<file path="src/rtl/corectrl.sv">
// Decoded instruction control bundle and helpers used by the execution units,
// including the funct3 access-size encodings for loads and stores.
package corectrl;
  typedef enum logic [2:0] {
    IT_X, IT_R, IT_I, IT_S, IT_B, IT_U, IT_J
  } InstType;

  typedef struct packed {
    InstType    itype;
    logic       is_load;
    logic [2:0] funct3;
  } InstCtrl;

  // funct3[1:0] selects the access size; funct3[2] marks a zero-extending load
  localparam logic [1:0] MEM_B = 2'b00;
  localparam logic [1:0] MEM_H = 2'b01;
  localparam logic [1:0] MEM_W = 2'b10;
  localparam logic [1:0] MEM_D = 2'b11;
  localparam int FUNCT3_UNSIGNED_BIT = 2;

  function automatic logic inst_is_memop(input InstCtrl c);
    return (c.itype == IT_S) || c.is_load;
  endfunction

  function automatic logic inst_is_store(input InstCtrl c);
    return c.itype == IT_S;
  endfunction
endpackage

</file>
<file path="src/rtl/eei.sv">
// Execution-environment constants shared across the core: register and
// memory bus widths.
package eei;
  localparam int XLEN           = 64;
  localparam int MEM_DATA_WIDTH = 64;
  localparam int MEM_MASK_WIDTH = MEM_DATA_WIDTH / 8;
endpackage

</file>
<file path="src/rtl/mem_align.sv">
// Combinational byte-lane alignment: store mask/data shifting and load
// extract/extend. Offset bits below the access size are ignored.
module mem_align
  import corectrl::*;
#(
  parameter int XLEN           = 64,
  parameter int MEM_DATA_WIDTH = 64,
  localparam int MASK_W        = MEM_DATA_WIDTH / 8,
  localparam int OFF_W         = $clog2(MASK_W)
) (
  input  logic [1:0]                st_size,
  input  logic [OFF_W-1:0]          st_off,
  input  logic [XLEN-1:0]           st_data,
  output logic [MASK_W-1:0]         wmask,
  output logic [MEM_DATA_WIDTH-1:0] wdata,
  input  logic [2:0]                ld_funct3,
  input  logic [OFF_W-1:0]          ld_off,
  input  logic [MEM_DATA_WIDTH-1:0] ld_data,
  output logic [XLEN-1:0]           rdata
);
  function automatic logic [OFF_W-1:0] align_off(input logic [1:0] size,
                                                 input logic [OFF_W-1:0] off);
    case (size)
      MEM_B:   return off;
      MEM_H:   return {off[OFF_W-1:1], 1'b0};
      MEM_W:   return {off[OFF_W-1:2], 2'b00};
      default: return '0;
    endcase
  endfunction

  logic [OFF_W-1:0]          st_a;
  logic [OFF_W-1:0]          ld_a;
  logic [MASK_W-1:0]         base_mask;
  logic [MEM_DATA_WIDTH-1:0] sh;
  logic                      sext;

  always_comb begin
    st_a = align_off(st_size, st_off);
    case (st_size)
      MEM_B:   base_mask = MASK_W'(1);
      MEM_H:   base_mask = MASK_W'(3);
      MEM_W:   base_mask = MASK_W'(15);
      default: base_mask = '1;
    endcase
    wmask = base_mask << st_a;
    wdata = MEM_DATA_WIDTH'(st_data) << {st_a, 3'b000};
  end

  always_comb begin
    ld_a = align_off(ld_funct3[1:0], ld_off);
    sh   = ld_data >> {ld_a, 3'b000};
    sext = ~ld_funct3[FUNCT3_UNSIGNED_BIT];
    case (ld_funct3[1:0])
      MEM_B:   rdata = {{(XLEN-8){sext & sh[7]}}, sh[7:0]};
      MEM_H:   rdata = {{(XLEN-16){sext & sh[15]}}, sh[15:0]};
      MEM_W:   rdata = {{(XLEN-32){sext & sh[31]}}, sh[31:0]};
      default: rdata = sh[XLEN-1:0];
    endcase
  end
endmodule

</file>
<file path="src/rtl/memunit.sv">
// MEM-stage load/store unit: issues one data-memory transaction per memop and
// stalls until it completes. Optional MEMUNIT_MISALIGN_CHECK_EN adds misaligned.
module memunit
  import corectrl::*;
#(
  parameter int XLEN           = eei::XLEN,
  parameter int MEM_DATA_WIDTH = eei::MEM_DATA_WIDTH,
  localparam int MASK_W        = MEM_DATA_WIDTH / 8,
  localparam int OFF_W         = $clog2(MASK_W)
) (
  input  logic                      clk,
  input  logic                      rst,
`ifdef MEMUNIT_MISALIGN_CHECK_EN
  output logic                      misaligned,
`endif
  input  logic                      valid,
  input  logic                      is_new,
  input  InstCtrl                   ctrl,
  input  logic [XLEN-1:0]           addr,
  input  logic [XLEN-1:0]           rs2,
  output logic [XLEN-1:0]           rdata,
  output logic                      stall,
  output logic                      mem_valid,
  input  logic                      mem_ready,
  output logic [XLEN-1:0]           mem_addr,
  output logic                      mem_wen,
  output logic [MEM_DATA_WIDTH-1:0] mem_wdata,
  output logic [MASK_W-1:0]         mem_wmask,
  input  logic                      mem_rvalid,
  input  logic [MEM_DATA_WIDTH-1:0] mem_rdata
);
  typedef enum logic [1:0] {IDLE, WAIT_READY, WAIT_VALID} MemState;

  MemState                   state, state_next;
  logic                      memop, is_store, issue_req, issue;
  logic [2:0]                funct3_q;
  logic [OFF_W-1:0]          off_q;
  logic [MASK_W-1:0]         wmask_n;
  logic [MEM_DATA_WIDTH-1:0] wdata_n;

  assign memop     = inst_is_memop(ctrl);
  assign is_store  = inst_is_store(ctrl);
  assign issue_req = (state == IDLE) && valid && is_new && memop;

`ifdef MEMUNIT_MISALIGN_CHECK_EN
  logic [OFF_W-1:0] low_mask;
  logic             bad_align;

  always_comb begin
    case (ctrl.funct3[1:0])
      MEM_B:   low_mask = '0;
      MEM_H:   low_mask = OFF_W'(1);
      MEM_W:   low_mask = OFF_W'(3);
      default: low_mask = OFF_W'(7);
    endcase
    bad_align = (addr[OFF_W-1:0] & low_mask) != '0;
  end

  // A misaligned memop is reported and dropped without touching the bus
  assign issue      = issue_req && !bad_align;
  assign misaligned = issue_req && bad_align;
`else
  assign issue = issue_req;
`endif

  mem_align #(.XLEN(XLEN), .MEM_DATA_WIDTH(MEM_DATA_WIDTH)) u_align (
    .st_size   (ctrl.funct3[1:0]),
    .st_off    (addr[OFF_W-1:0]),
    .st_data   (rs2),
    .wmask     (wmask_n),
    .wdata     (wdata_n),
    .ld_funct3 (funct3_q),
    .ld_off    (off_q),
    .ld_data   (mem_rdata),
    .rdata     (rdata)
  );

  always_ff @(posedge clk) begin
    if (!rst) begin
      state     <= IDLE;
      mem_addr  <= '0;
      mem_wen   <= 1'b0;
      mem_wdata <= '0;
      mem_wmask <= '0;
      funct3_q  <= '0;
      off_q     <= '0;
    end else begin
      state <= state_next;
      if (issue) begin
        mem_addr  <= {addr[XLEN-1:OFF_W], {OFF_W{1'b0}}};
        mem_wen   <= is_store;
        mem_wdata <= wdata_n;
        mem_wmask <= wmask_n;
        funct3_q  <= ctrl.funct3;
        off_q     <= addr[OFF_W-1:0];
      end
    end
  end

  // Handshake: request holds while mem_valid && !mem_ready; the response is
  // the single cycle with mem_rvalid in WAIT_VALID, which also ends the stall.
  always_comb begin
    state_next = state;
    stall      = 1'b0;
    mem_valid  = 1'b0;
    case (state)
      IDLE: begin
        if (issue) begin
          state_next = WAIT_READY;
          stall      = 1'b1;
        end
      end
      WAIT_READY: begin
        mem_valid = 1'b1;
        stall     = 1'b1;
        if (mem_ready) state_next = WAIT_VALID;
      end
      WAIT_VALID: begin
        if (mem_rvalid) state_next = IDLE;
        else            stall      = 1'b1;
      end
      default: state_next = IDLE;
    endcase
  end
endmodule

</file>
<file path="config.mk">
export PLATFORM = sky130hd
export DESIGN_NAME = memunit
export DESIGN_NICKNAME = d
export VERILOG_FILES = /design/src/rtl/corectrl.sv /design/src/rtl/eei.sv /design/src/rtl/mem_align.sv /design/src/rtl/memunit.sv
export SDC_FILE = /design/constraint.sdc
export NUM_CORES = 1
export LEC_CHECK = 0
export CELL_PAD_IN_SITES_DETAIL_PLACEMENT = 0
export CELL_PAD_IN_SITES_GLOBAL_PLACEMENT = 1
export CORE_MARGIN = 2
export CORE_UTILIZATION = 27
export CTS_CLUSTER_DIAMETER = 200
export DETAILED_ROUTE_END_ITERATION = 8
export PLACE_DENSITY_LB_ADDON = 0.1
export SETUP_SLACK_MARGIN = 0.1
export SLEW_MARGIN = 20
export SYNTH_ARGS = -nofsm -noshare
export SYNTH_HDL_FRONTEND = slang
export SYNTH_HIERARCHICAL = 1
export SYNTH_SLANG_ARGS = --single-unit
</file>
<file path="constraint.sdc">
create_clock -name clk -period 2.4 [get_ports clk]
set_clock_uncertainty 0.05 [all_clocks]
set_input_delay 0.36 -clock clk [delete_from_list [all_inputs] [get_ports clk]]
set_output_delay 0.36 -clock clk [all_outputs]
set_load 0.02 [all_outputs]
</file>
# Word level (Yosys, flattened, before mapping)
# Index checks and enable logic that the tools add are counted.
[word_totals] ff_bits=142 inputBits=205 out_inout_bits=203 wordCells=44
[classes] n_eq_ne=10 shifts=3 mux=12 bitwise_logic=4 n_reduce_logical=8
[ops] cell="$pmux 64 s3" n=1
[ops] cell="$shl 64x6->64" n=1
[ops] cell="$shr 64x6->64" n=1
[ops] cell="$pmux 8 s3" n=1
[ops] cell="$pmux 3 s3" n=2
[ops] cell="$shl 8x3->8" n=1
[ops] cell="$eq 2x1->1 const B" n=3
[ops] cell="$eq 2x2->1 const B" n=3
[ops] cell="$logic_not 2->1" n=3
[ops] cell="$mux 2" n=3
[ops] cell="$ne 2x2->1 const B" n=3
[ops] cell="$pmux 2 s3" n=1
[ops] cell="$and 1x1->1" n=3
[ops] cell="$eq 3x2->1 const B" n=1
[ops] cell="$logic_and 1x1->1" n=3
[ops] cell="$mux 1" n=3
[ops] cell="$pmux 1 s3" n=1
[ops] cell="$reduce_and 3->1" n=1
[ops] cell="$logic_or 1x1->1" n=1
[ops] cell="$not 1->1" n=1

# Depth between registers and ports, before layout
[logic_depth] depth_word=6 mapped_depth=11 mapped_depth_nobuf=7

# Cells and area by module
# Netlist, hierarchy kept.
[by_module_without_submodules] module="memunit" instances=1 cells_each=624 area_each_um2=5677.9 seq_area_each_um2=2842.7
[by_module_without_submodules] module="mem_align" instances=1 cells_each=542 area_each_um2=3583.4 seq_area_each_um2=0.0

# Least setup slack after synthesis
# OpenSTA, ideal clock, no wires.
[synth_path] path_type="register -> output" start="register funct3_q[0]" end="output port rdata[26]" arrival_ns=2.184 t_required_ns=1.990 slack_ns=-0.194 path_stages_with_launch=9 n_path_buf=2 cell_sequence="dfxtp_1 > buf_2 > nor3b_2 > mux2_2 > nand3_1 > o221ai_2 > a21oi_2 > buf_2 > o21ai_0"
[synth_between] elab_chain_len=5 elab_cells_between_ends=8 classes_between="eq/ne (2); shift (1); mux (2); bitwise (2); reduce/logical (1)"
[synth_rtl] element="start, declared" line="memunit.sv:36" rtl="logic [2:0] funct3_q;"
[synth_rtl] element="start signal, assigned" line="memunit.sv:94" rtl="funct3_q <= ctrl.funct3;"
[synth_rtl] element="$eq 2x2->1 (tied with other cells)" line="mem_align.sv:23, mem_align.sv:53"
[synth_rtl] element="$pmux 3 s3" line="mem_align.sv:23" rtl="case (size)"
[synth_rtl] element="$shr 64x6->64" line="mem_align.sv:51" rtl="sh = ld_data >> {ld_a, 3'b000};"
[synth_rtl] element="$and 1x1->1, on equally long branches" line="mem_align.sv:55, mem_align.sv:54"
[synth_rtl] element="$pmux 64 s3 *" line="mem_align.sv:53" rtl="case (ld_funct3[1:0])"
[synth_rtl] element="end, declared" line="memunit.sv:21" rtl="output logic [XLEN-1:0] rdata,"
# Every way passes the cells marked *; elsewhere a longest branch is shown, timed or not.

# Worst setup path after layout
[layout_path] start="register funct3_q[1]" end="output port rdata[33]"
[layout_between] elab_chain_len=5 elab_cells_between_ends=9 classes_between="eq/ne (2); shift (1); mux (2); bitwise (3); reduce/logical (1)"
[layout_rtl] element="$eq 2x2->1 (tied with other cells)" line="mem_align.sv:23, mem_align.sv:53"
[layout_rtl] element="$pmux 3 s3" line="mem_align.sv:23"
[layout_rtl] element="$shr 64x6->64" line="mem_align.sv:51"
[layout_rtl] element="$and 1x1->1, on equally long branches" line="mem_align.sv:56, mem_align.sv:54, mem_align.sv:55"
[layout_rtl] element="$pmux 64 s3 *" line="mem_align.sv:53"
# Marked as above.

==> reports/metrics.cfg <==
[status]
status=complete, but fails checks
violations=setup timing

[timing]
layout_setup_ws_ns=-0.630
setup_viol=64
hold_violations=0
max_slew_margin_pct=39.3
rsz0062_at_grt=true
finalMaxSlewViolations=0
fmax_mhz=330
worst_slew_pin_slew_ns=0.904
fin_crit_ns=3.03
setup_tns_ns=-35.35
fin_crit_sh_pct=126
fin_hold_ws_ns=0.406

[synth]
post-synth-top-count-cell=nand2_1
synth_top_area_share_pct=30.7
synth-edff-count=0
netlist_top_cells_area=dfxtp_1, mux2i_1, nand2_1
yosysUniqueCellTypes=49
async_reset_ff_share_pct=0
syn_area_sq_um=9260
ys_ff_latch=142
synth_top_cell_by_area=dfxtp_1
ys_seq_area_share_pct=30.7
synthTopCellsByCount=nand2_1, mux2i_1, dfxtp_1, nor2_1, clkbuf_1
ys.flop_type=dfxtp_1
avgSynthCellArea_sq_um=7.94
syn_inst=1166
yosys_warnings=6

[clock_network]
ctsHtreeMaxLevel=4
clockBufferDepth=2
clock_sinks=142
cts_root_buffer=clkbuf_16
clk_pin_slew_ns=0.06
ctsHoldBuffers=0
numCtsBuffers=17
cts_tree=yes
clk_latency_ns=0.43

[detailed_routing]
vias_per_cell=4.66
wl_per_cell_um=18.5
wl_um=39100
vias=9820
drc_errors=0
antenna_left=0
drt_iter0_drc=506
drt_first_pass_iters=5

[grt]
grt_use_total_pct=21.1
grt_pass1_vias=9695
gr-total-overflow=0
grt_max_degree=102
grt_first_pass_wirelength_um=58300
antenna_found_initial=2

[pwr]
pwr-share-seq_pct=32.1
p_leak_nw=6.17
p_sw_share_pct=31.9
pwr-share-comb_pct=34.7
power_density_nw_per_um2=498
power_frac_clock_pct=33.2
p_switching_mw=2.48
ir_drop_uv=459
p_int_mw=5.30

[critical_path]
worstSetupPathType=reg2out
cp_max_fo=8
r2r-start=state[0]
reg2reg_depth=5
crit_required_ns=1.99
r2r_slack_ns=0.49
arrival_ns=2.62
crit_path_end_kind=output pin
start_kind=flip-flop
r2r_end=mem_addr[57]

[finish]
final-seq-area_sq_um=2860
nNetsFinal=1852
drive_above_1_share_pct=21.3
area_growth_pct=68.7
multi_input_area_sq_um=6090
nFillCells=3341

[hold_path]
holdCritStartpoint=mem_addr[47]
holdPathEnd=mem_addr[47]
hold_depth=2
hold_path.class=reg2reg

[floorplan]
initial_utilization_pct=27.6
die_w_um=189
die_h_um=189
fp-row-count=67
coreArea_sq_um=33600
ios=408
die-area_sq_um=35800

[placement]
post-dp-hpwl_um=29700
port_buffers=404
gp_congestion=0.847

[run]
cap_viol_max_count=0

power by group through the flow:
stage | sequential [mW] | combinational (mW) | clock, mW
2_1_floorplan | 2.65 | 1.16 | 0
3_3_place_gp | 2.55 | 2.57 | 0
3_5_place_dp | 2.55 | 2.57 | 0
4_1_cts | 2.50 | 2.58 | 2.68
5_1_grt | 2.51 | 2.88 | 2.77
6_report | 2.50 | 2.70 | 2.59
worst max-delay path: stages, from the launching register on:
cell,delay [ns]
dfxtp_4,0.36
buf_12,0.14
nor2b_4,0.14
buf_6,0.12
o311ai_2,0.07
a222oi_1,0.23
buf_4,0.19
o221ai_4,0.13
a211oi_4,0.30
buf_6,0.17
clkbuf_16,0.17
nand2_2,0.06
buf_6,0.13
state kept, by name, summed over array words and instances, names as in the netlist:
| signal | count |
|---|---|
| mem_wdata | 64 |
| mem_addr | 61 |
| mem_wmask | 8 |
| funct3_q | 3 |
| off_q | 3 |
| state | 2 |
| mem_wen | 1 |
metrics by stage:
step	cell area (sq um)	setup WS (ns)	utilization, %	power, mW	instances
2_1_floorplan	9350	-0.116	-	3.81	1168
3_3_place_gp	14500	-0.936	43.3	5.12	2045
3_5_place_dp	14500	-0.956	43.3	5.13	2045
4_1_cts	15300	-0.650	45.5	7.76	2095
5_1_grt	15600	-0.745	46.5	8.16	2109
6_report	15600	-0.630	46.5	7.79	2109
cell type report:
class | instances | area share, %
repair buffers | 563 | 35.3
well taps | 448 | 3.59
inverters | 7 | 0.168
clock inverters | 8 | 0.536
multi-input cells | 916 | 39.0
flip-flops and latches | 142 | 18.3
diodes | 2 | 0.0320
clock buffers | 23 | 3.06
logic make-up (layout without fill, tap and decap cells):
group,after synthesis,count (layout),share of synthesized area (%)
simple gates,519,519,22.9
buf+inv,110,601,6.31
other cells,1,5,0.0405
compound gates,135,135,9.42
flops,142,142,30.7
mux,259,259,30.7
cells in the final DEF, fill, tap and decap left out, types with 13 or more instances in the layout:
master,netlist,layout
o21ai_0,30,21
a21oi_1,35,32
buf_12,0,19
nand2_2,0,20
nor2_1,59,57
mux4_2,17,17
clkdlybuf4s50_1,0,338
mux2i_1,215,213
buf_2,23,26
dfxtp_1,142,138
buf_6,13,50
nor2b_1,20,17
and2_1,14,13
mux2_2,26,25
nand2_1,404,383
clkbuf_16,0,19
o22ai_1,22,22
buf_4,12,123
routing by layer:
layer | track usage [%] | vias to the layer above | part of all wire (%)
li1 | - | 4929 | -
met1 | 27.7 | 4519 | 45
met2 | 34.0 | 343 | 46
met3 | 5.65 | 29 | 7.2
met4 | 6.25 | 0 | 1.7
met5 | 0 | - | 0
worst max-delay path by stage:
stage                end  depth (start not counted)          start  slack (ns)
2_1_floorplan  rdata[33]                          8    funct3_q[1]       -0.12
3_3_place_gp   rdata[43]                          9  mem_rdata[55]       -0.94
3_5_place_dp   rdata[41]                          9  mem_rdata[55]       -0.96
4_1_cts        rdata[33]                         11    funct3_q[1]       -0.65
5_1_grt        rdata[60]                         12    funct3_q[1]       -0.75
6_report       rdata[33]                         12    funct3_q[1]       -0.63
what timing repair did:
item,in CTS,in global routing
setup buffers,16,10
pin swaps,15,10
gates resized for setup,366,58
gates cloned,3,2
endpoints found under the setup margin,65,64
(Power assumes the default switching activity.)
